**config.mk**
```make
export PLATFORM = sky130hd
export DESIGN_NAME = u712_term_arb
export DESIGN_NICKNAME = d
export VERILOG_FILES = /design/src/rtl/u712_pkg.sv /design/src/rtl/u712_prio_enc.sv /design/src/rtl/u712_term_arb.sv
export SDC_FILE = /design/constraint.sdc
export NUM_CORES = 1
export LEC_CHECK = 0
export ABC_AREA = 0
export BUFFER_PORTS_ARGS = -buffer_cell sky130_fd_sc_hd__buf_2
export CELL_PAD_IN_SITES_DETAIL_PLACEMENT = 1
export CELL_PAD_IN_SITES_GLOBAL_PLACEMENT = 2
export CORE_AREA = 2 2 74 76
export CTS_BUF_LIST = sky130_fd_sc_hd__clkbuf_8
export DETAILED_ROUTE_END_ITERATION = 12
export DIE_AREA = 0 0 76 78
export PLACE_DENSITY_LB_ADDON = 0.12
export SYNTH_ARGS = -nofsm -noshare
export SYNTH_HDL_FRONTEND = slang
export SYNTH_SLANG_ARGS = --single-unit
```
**constraint.sdc**
```tcl
create_clock -name CLK80 -period 1.83 [get_ports CLK80]
set_clock_uncertainty 0.15 [all_clocks]
set_input_delay 0.366 -clock CLK80 [delete_from_list [all_inputs] [get_ports CLK80]]
set_output_delay 0.366 -clock CLK80 [all_outputs]
set_load 0.005 [all_outputs]
```
**src/rtl/u712_pkg.sv**
```systemverilog
// rtl/u712_pkg.sv - shared types and limits for the U712 bus-termination logic
package u712_pkg;

    localparam int U712_MAX_TERM_SRC = 8;

    typedef enum logic [1:0] {
        IDLE   = 2'd0,
        WAIT   = 2'd1,
        ASSERT = 2'd2,
        NEGATE = 2'd3
    } term_state_t;

endpackage

```
**src/rtl/u712_prio_enc.sv**
```systemverilog
// rtl/u712_prio_enc.sv - lowest-index priority encoder with multi-hot detect
module u712_prio_enc #(
    parameter int N = 4
) (
    input  logic [N-1:0] req,
    output logic [2:0]   idx,
    output logic         valid,
    output logic         multi
);

    // Scan from the top down so the lowest set index is the last one written
    always_comb begin
        idx = '0;
        for (int i = N - 1; i >= 0; i--) begin
            if (req[i]) begin
                idx = 3'(i);
            end
        end
    end

    assign valid = |req;
    // Clearing the lowest set bit leaves something only when two or more were set
    assign multi = (req & (req - N'(1))) != '0;

endmodule

```
**src/rtl/u712_term_arb.sv**
```systemverilog
// rtl/u712_term_arb.sv - 68040 termination arbiter; watchdog built when U712_TERM_WATCHDOG_EN is defined
module u712_term_arb
    import u712_pkg::*;
#(
    parameter int NUM_SRC     = 4,
    parameter int TIMEOUT_CYC = 1023,
    parameter int TO_W        = $clog2(TIMEOUT_CYC + 1)
) (
    input  logic               CLK80,
    input  logic               RESETn,
    input  logic               BCLK_EN,
    input  logic               TSn,
    input  logic [NUM_SRC-1:0] SRC_ACK,
    input  logic [NUM_SRC-1:0] SRC_TBI,
    input  logic [NUM_SRC-1:0] SRC_TCI,
    input  logic [NUM_SRC-1:0] SRC_ERR,
    output logic               TACKn,
    output logic               TBIn,
    output logic               TCIn,
    output logic               TEAn,
    output logic               TERM_OEn,
    output logic               CYCLE_ACTIVE,
    output logic [2:0]         WINNER,
    output logic               COLLISION,
    output logic               TIMEOUT
);

    term_state_t        state_q, state_d;
    logic [NUM_SRC-1:0] pend_ack_q, pend_ack_d;
    logic [NUM_SRC-1:0] pend_err_q, pend_err_d;
    logic [NUM_SRC-1:0] pend_tbi_q, pend_tbi_d;
    logic [NUM_SRC-1:0] pend_tci_q, pend_tci_d;
    logic               tack_n_q, tack_n_d;
    logic               tbi_n_q, tbi_n_d;
    logic               tci_n_q, tci_n_d;
    logic               tea_n_q, tea_n_d;
    logic               term_oe_n_q, term_oe_n_d;
    logic [2:0]         winner_q, winner_d;
    logic               collision_q, collision_d;

    logic [NUM_SRC-1:0] eff_ack, eff_err, eff_tbi, eff_tci;
    logic [U712_MAX_TERM_SRC-1:0] err_w, tbi_w, tci_w;
    logic [2:0]         win_idx;
    logic               win_valid, win_multi;

    // Requests seen this cycle count as if already pending; attributes
    // follow the ACK that carried them so a short pulse keeps its TBI/TCI
    assign eff_ack = pend_ack_q | SRC_ACK;
    assign eff_err = pend_err_q | SRC_ERR;
    assign eff_tbi = (SRC_ACK & SRC_TBI) | (~SRC_ACK & pend_tbi_q);
    assign eff_tci = (SRC_ACK & SRC_TCI) | (~SRC_ACK & pend_tci_q);

    // Widen to the maximum source count so the 3-bit winner indexes cleanly
    assign err_w = U712_MAX_TERM_SRC'(eff_err);
    assign tbi_w = U712_MAX_TERM_SRC'(eff_tbi);
    assign tci_w = U712_MAX_TERM_SRC'(eff_tci);

    u712_prio_enc #(
        .N(NUM_SRC)
    ) u_prio (
        .req  (eff_ack | eff_err),
        .idx  (win_idx),
        .valid(win_valid),
        .multi(win_multi)
    );

`ifdef U712_TERM_WATCHDOG_EN
    localparam logic [TO_W-1:0] WD_LIMIT = TO_W'(TIMEOUT_CYC);
    logic [TO_W-1:0] wd_q, wd_d, wd_inc;
    logic            timeout_q, timeout_d;

    assign wd_inc  = (wd_q == WD_LIMIT) ? wd_q : wd_q + TO_W'(1);
    assign TIMEOUT = timeout_q;
`else
    assign TIMEOUT = 1'b0;
`endif

    // Next-state and next-strobe decode; every transition waits for a BCLK edge
    always_comb begin
        state_d     = state_q;
        pend_ack_d  = pend_ack_q;
        pend_err_d  = pend_err_q;
        pend_tbi_d  = pend_tbi_q;
        pend_tci_d  = pend_tci_q;
        tack_n_d    = tack_n_q;
        tbi_n_d     = tbi_n_q;
        tci_n_d     = tci_n_q;
        tea_n_d     = tea_n_q;
        term_oe_n_d = term_oe_n_q;
        winner_d    = winner_q;
        collision_d = 1'b0;
`ifdef U712_TERM_WATCHDOG_EN
        wd_d        = wd_q;
        timeout_d   = 1'b0;
`endif
        case (state_q)
            IDLE: begin
                if (BCLK_EN && !TSn) begin
                    state_d    = WAIT;
                    pend_ack_d = '0;
                    pend_err_d = '0;
                    pend_tbi_d = '0;
                    pend_tci_d = '0;
`ifdef U712_TERM_WATCHDOG_EN
                    wd_d       = '0;
`endif
                end
            end
            WAIT: begin
                pend_ack_d = eff_ack;
                pend_err_d = eff_err;
                pend_tbi_d = eff_tbi;
                pend_tci_d = eff_tci;
                if (BCLK_EN) begin
                    if (win_valid) begin
                        state_d     = ASSERT;
                        term_oe_n_d = 1'b0;
                        winner_d    = win_idx;
                        collision_d = win_multi;
                        if (err_w[win_idx]) begin
                            tea_n_d = 1'b0;
                        end else begin
                            tack_n_d = 1'b0;
                            tbi_n_d  = !tbi_w[win_idx];
                            tci_n_d  = !tci_w[win_idx];
                        end
                    end
`ifdef U712_TERM_WATCHDOG_EN
                    else begin
                        wd_d = wd_inc;
                        if (wd_inc == WD_LIMIT) begin
                            state_d     = ASSERT;
                            term_oe_n_d = 1'b0;
                            tea_n_d     = 1'b0;
                            timeout_d   = 1'b1;
                        end
                    end
`endif
                end
            end
            ASSERT: begin
                if (BCLK_EN) begin
                    state_d  = NEGATE;
                    tack_n_d = 1'b1;
                    tbi_n_d  = 1'b1;
                    tci_n_d  = 1'b1;
                    tea_n_d  = 1'b1;
                end
            end
            NEGATE: begin
                if (BCLK_EN) begin
                    state_d     = IDLE;
                    term_oe_n_d = 1'b1;
                end
            end
            default: begin
                state_d = IDLE;
            end
        endcase
    end

    // State and registered strobes; reset releases the pads immediately
    always_ff @(posedge CLK80 or negedge RESETn) begin
        if (!RESETn) begin
            state_q     <= IDLE;
            pend_ack_q  <= '0;
            pend_err_q  <= '0;
            pend_tbi_q  <= '0;
            pend_tci_q  <= '0;
            tack_n_q    <= 1'b1;
            tbi_n_q     <= 1'b1;
            tci_n_q     <= 1'b1;
            tea_n_q     <= 1'b1;
            term_oe_n_q <= 1'b1;
            winner_q    <= '0;
            collision_q <= 1'b0;
`ifdef U712_TERM_WATCHDOG_EN
            wd_q        <= '0;
            timeout_q   <= 1'b0;
`endif
        end else begin
            state_q     <= state_d;
            pend_ack_q  <= pend_ack_d;
            pend_err_q  <= pend_err_d;
            pend_tbi_q  <= pend_tbi_d;
            pend_tci_q  <= pend_tci_d;
            tack_n_q    <= tack_n_d;
            tbi_n_q     <= tbi_n_d;
            tci_n_q     <= tci_n_d;
            tea_n_q     <= tea_n_d;
            term_oe_n_q <= term_oe_n_d;
            winner_q    <= winner_d;
            collision_q <= collision_d;
`ifdef U712_TERM_WATCHDOG_EN
            wd_q        <= wd_d;
            timeout_q   <= timeout_d;
`endif
        end
    end

    assign TACKn        = tack_n_q;
    assign TBIn         = tbi_n_q;
    assign TCIn         = tci_n_q;
    assign TEAn         = tea_n_q;
    assign TERM_OEn     = term_oe_n_q;
    assign WINNER       = winner_q;
    assign COLLISION    = collision_q;
    assign CYCLE_ACTIVE = (state_q == WAIT) || (state_q == ASSERT);

endmodule

```
==> impl_metrics.toml <==
[hold_path]
min-delay-path-class = "input pin to flop"
hold_path_startpoint = "SRC_ERR[3]"

[timing]
rsz0062_at_grt = "yes"
min_period_over_period = 0.987
finalSetupTns_ns = 0
setup_viol = 0
slew_violations = 0
fmax_mhz = 554
relSlewSlack = 0.584
worst_slack_ns = 0.0235
finalCriticalPeriod_ns = 1.81
worst_pin_slew_ns = 0.624
hold_violations = 0

[cts]
clockBufferDepth = 2
clkTransAtPathRegs_ns = 0.10
h-tree-depth = 1
numCtsBuffers = 3
cts.sinks = 26
cts_tree = "done"
insertion_delay_ns = 0.27
clock-root-buffer = "clkbuf_8"

[detailed_routing]
drt_iter0_markers = 25
totalWireLength_um = 4810
num_vias = 1465
dr.pass1.iters = 4
ant_nets = 0
via_per_inst = 4.95
post-route-drc-count = 0
wl_per_cell_um = 16.2

[power]
power_density_mw_per_mm2 = 1410
p_leak_nw = 1.01
peakVddDrop_mv = 0.636
finalPower_w = 0.00316

[floorplanning]
die_area_mm2 = 0.00593
io-pin-count = 31
die_y_um = 78
core_area_mm2 = 0.00504
initial_core_util = 0.313
rows = 26
die_x_um = 76

[grt]
grt_pass1_wl_um = 7870
grt_antenna_before_repair = 0
grt_overflow = 0
grt_pass1_vias = 1575
grt_max_degree = 27
grt_util_all_layers = 0.168

[critical_path]
worstSetupStartpointType = "flop"
cp-end-kind = "flop"
rr_startpoint = "pend_ack_q[1]$_DFFE_PN0P_"
worstPathRequired_ns = 1.89
critPathMaxFanout = 3
crit_type = "flop to flop"
arrival_ns = 1.86
r2r_setup_slack_ns = 0.02
cp-startpoint = "pend_ack_q[1]$_DFFE_PN0P_"

[synthesis]
ys.flop_type = "dfrtp_1"
yosysUniqueCellTypes = 42
synth-edff-count = 0
seq_area_frac_synth = 0.417
synth_cells = 161
yosys_warnings = 0
syn_area_mm2 = 0.00158
async_flop_share = 1.00
avgSynthCellArea_um2 = 9.79
yosys_register_bits = 26

[job]
maxCapViolCount = 0

[layout]
fillers = 599
num_antenna_cells = 0
finalNetCount = 252
area_growth_pct = 42.2
final_cell_mix = "buf_4, buf_2, a21oi_1, dfrtp_1, nor2_1"
final_common_cell = "buf_4"
drive_above_1_share = 0.487

[placement]
port-buffer-count = 28
hpwl_um = 3630
gp_congestion = 0.807
place_ws_ns = -0.355

[outcome]
status = "finished clean"
## timing repair
item,CTS,global route
endpoints found under the hold margin,21,0
setup buffers,2,4
gates resized for setup,9,16
hold buffers,1,0
pin swaps,8,8
setup endpoints to repair,9,12
## report_power, final
part / internal [W] / switching, W / total, W
clock: 0.000193 / 0.000192 / 0.000385
combinational: 0.000858 / 0.000860 / 0.00172
sequential: 0.000858 / 0.000196 / 0.00105
total: 0.00191 / 0.00125 / 0.00316
## routing by layer
layer | wire length (µm) | GRT usage | vias to the layer above
li1 | - | - | 713
met1 | 2060 | 0.197 | 733
met2 | 2610 | 0.326 | 17
met3 | 115 | 0.0221 | 2
met4 | 19 | 0.0382 | 0
met5 | 0 | 0 | -
## cells in the mapped netlist (2+ instances only)
master / instances / area, µm²
dfrtp_1: 21 / 526
nor2_1: 14 / 52.6
a31oi_1: 5 / 31.3
buf_4: 2 / 15.0
clkbuf_1: 5 / 18.8
a211oi_1: 2 / 15.0
nor2b_1: 3 / 18.8
a2111oi_1: 2 / 20.0
o21ai_0: 3 / 15.0
nand3_1: 2 / 10.0
a21oi_1: 23 / 115
nor4_4: 3 / 63.8
dfstp_2: 5 / 131
a22o_1: 5 / 43.8
o21ai_1: 7 / 35.0
inv_1: 7 / 26.3
nand2_1: 12 / 45.0
o31ai_1: 2 / 15.0
ha_1: 5 / 62.6
nand2b_2: 2 / 17.5
a31o_1: 3 / 26.3
mux2i_1: 7 / 70.1
buf_6: 2 / 22.5
## sequential cells by signal, summed over array words and instances (netlist names)
register    count
TACKn           1
pend_tci_q      4
TEAn            1
state_q         2
pend_err_q      4
WINNER          2
pend_tbi_q      4
pend_ack_q      4
COLLISION       1
TBIn            1
TCIn            1
TERM_OEn        1
## layout make-up
class | count | area (µm²) | area share
well taps | 70 | 87.6 | 0.0391
repair buffers | 70 | 462 | 0.206
inverters | 7 | 26.3 | 0.0117
multi-input cells | 119 | 951 | 0.424
clock buffers | 4 | 55.1 | 0.0246
flip-flops and latches | 26 | 661 | 0.295
## worst max-delay path: stages, from the launching register on
cell and delay [ns]:
dfrtp_1 0.43, or4_1 0.55, buf_4 0.17, o21ai_4 0.19, a2111oi_4 0.10, mux2i_1 0.15
## worst paths after layout
check / endpoint / cells past startpoint
worst min register to register: TBIn$_DFFE_PN1P_ / 2
min in group asynchronous: pend_tci_q[3]$_DFFE_PN0P_ / 2
worst max-delay path: TBIn$_DFFE_PN1P_ / 5
max in group asynchronous: pend_err_q[1]$_DFFE_PN0P_ / 2
worst min-delay path: pend_err_q[3]$_DFFE_PN0P_ / 3
worst max register to register: TBIn$_DFFE_PN1P_ / 5
## kinds of logic (layout without fill, tap and decap cells)
group,Yosys count,after routing,synth area share
fa+ha+maj,5,5,0.0397
simple gates,43,43,0.173
mux,9,9,0.0611
compound gates,60,60,0.252
flops,26,26,0.417
buf+inv,17,81,0.0556
other cells,1,2,0.00238
## metrics by stage
stage	util	hold WS, ns	std cells	area, µm²
floorplan	-	-0.0796	162	1590
global placement	0.400	0.265	285	2020
detailed placement	0.400	0.273	285	2020
CTS	0.426	0.241	292	2150
global route	0.445	0.269	296	2240
finish	0.445	0.275	296	2240
Power figures use the tool's default switching activity.
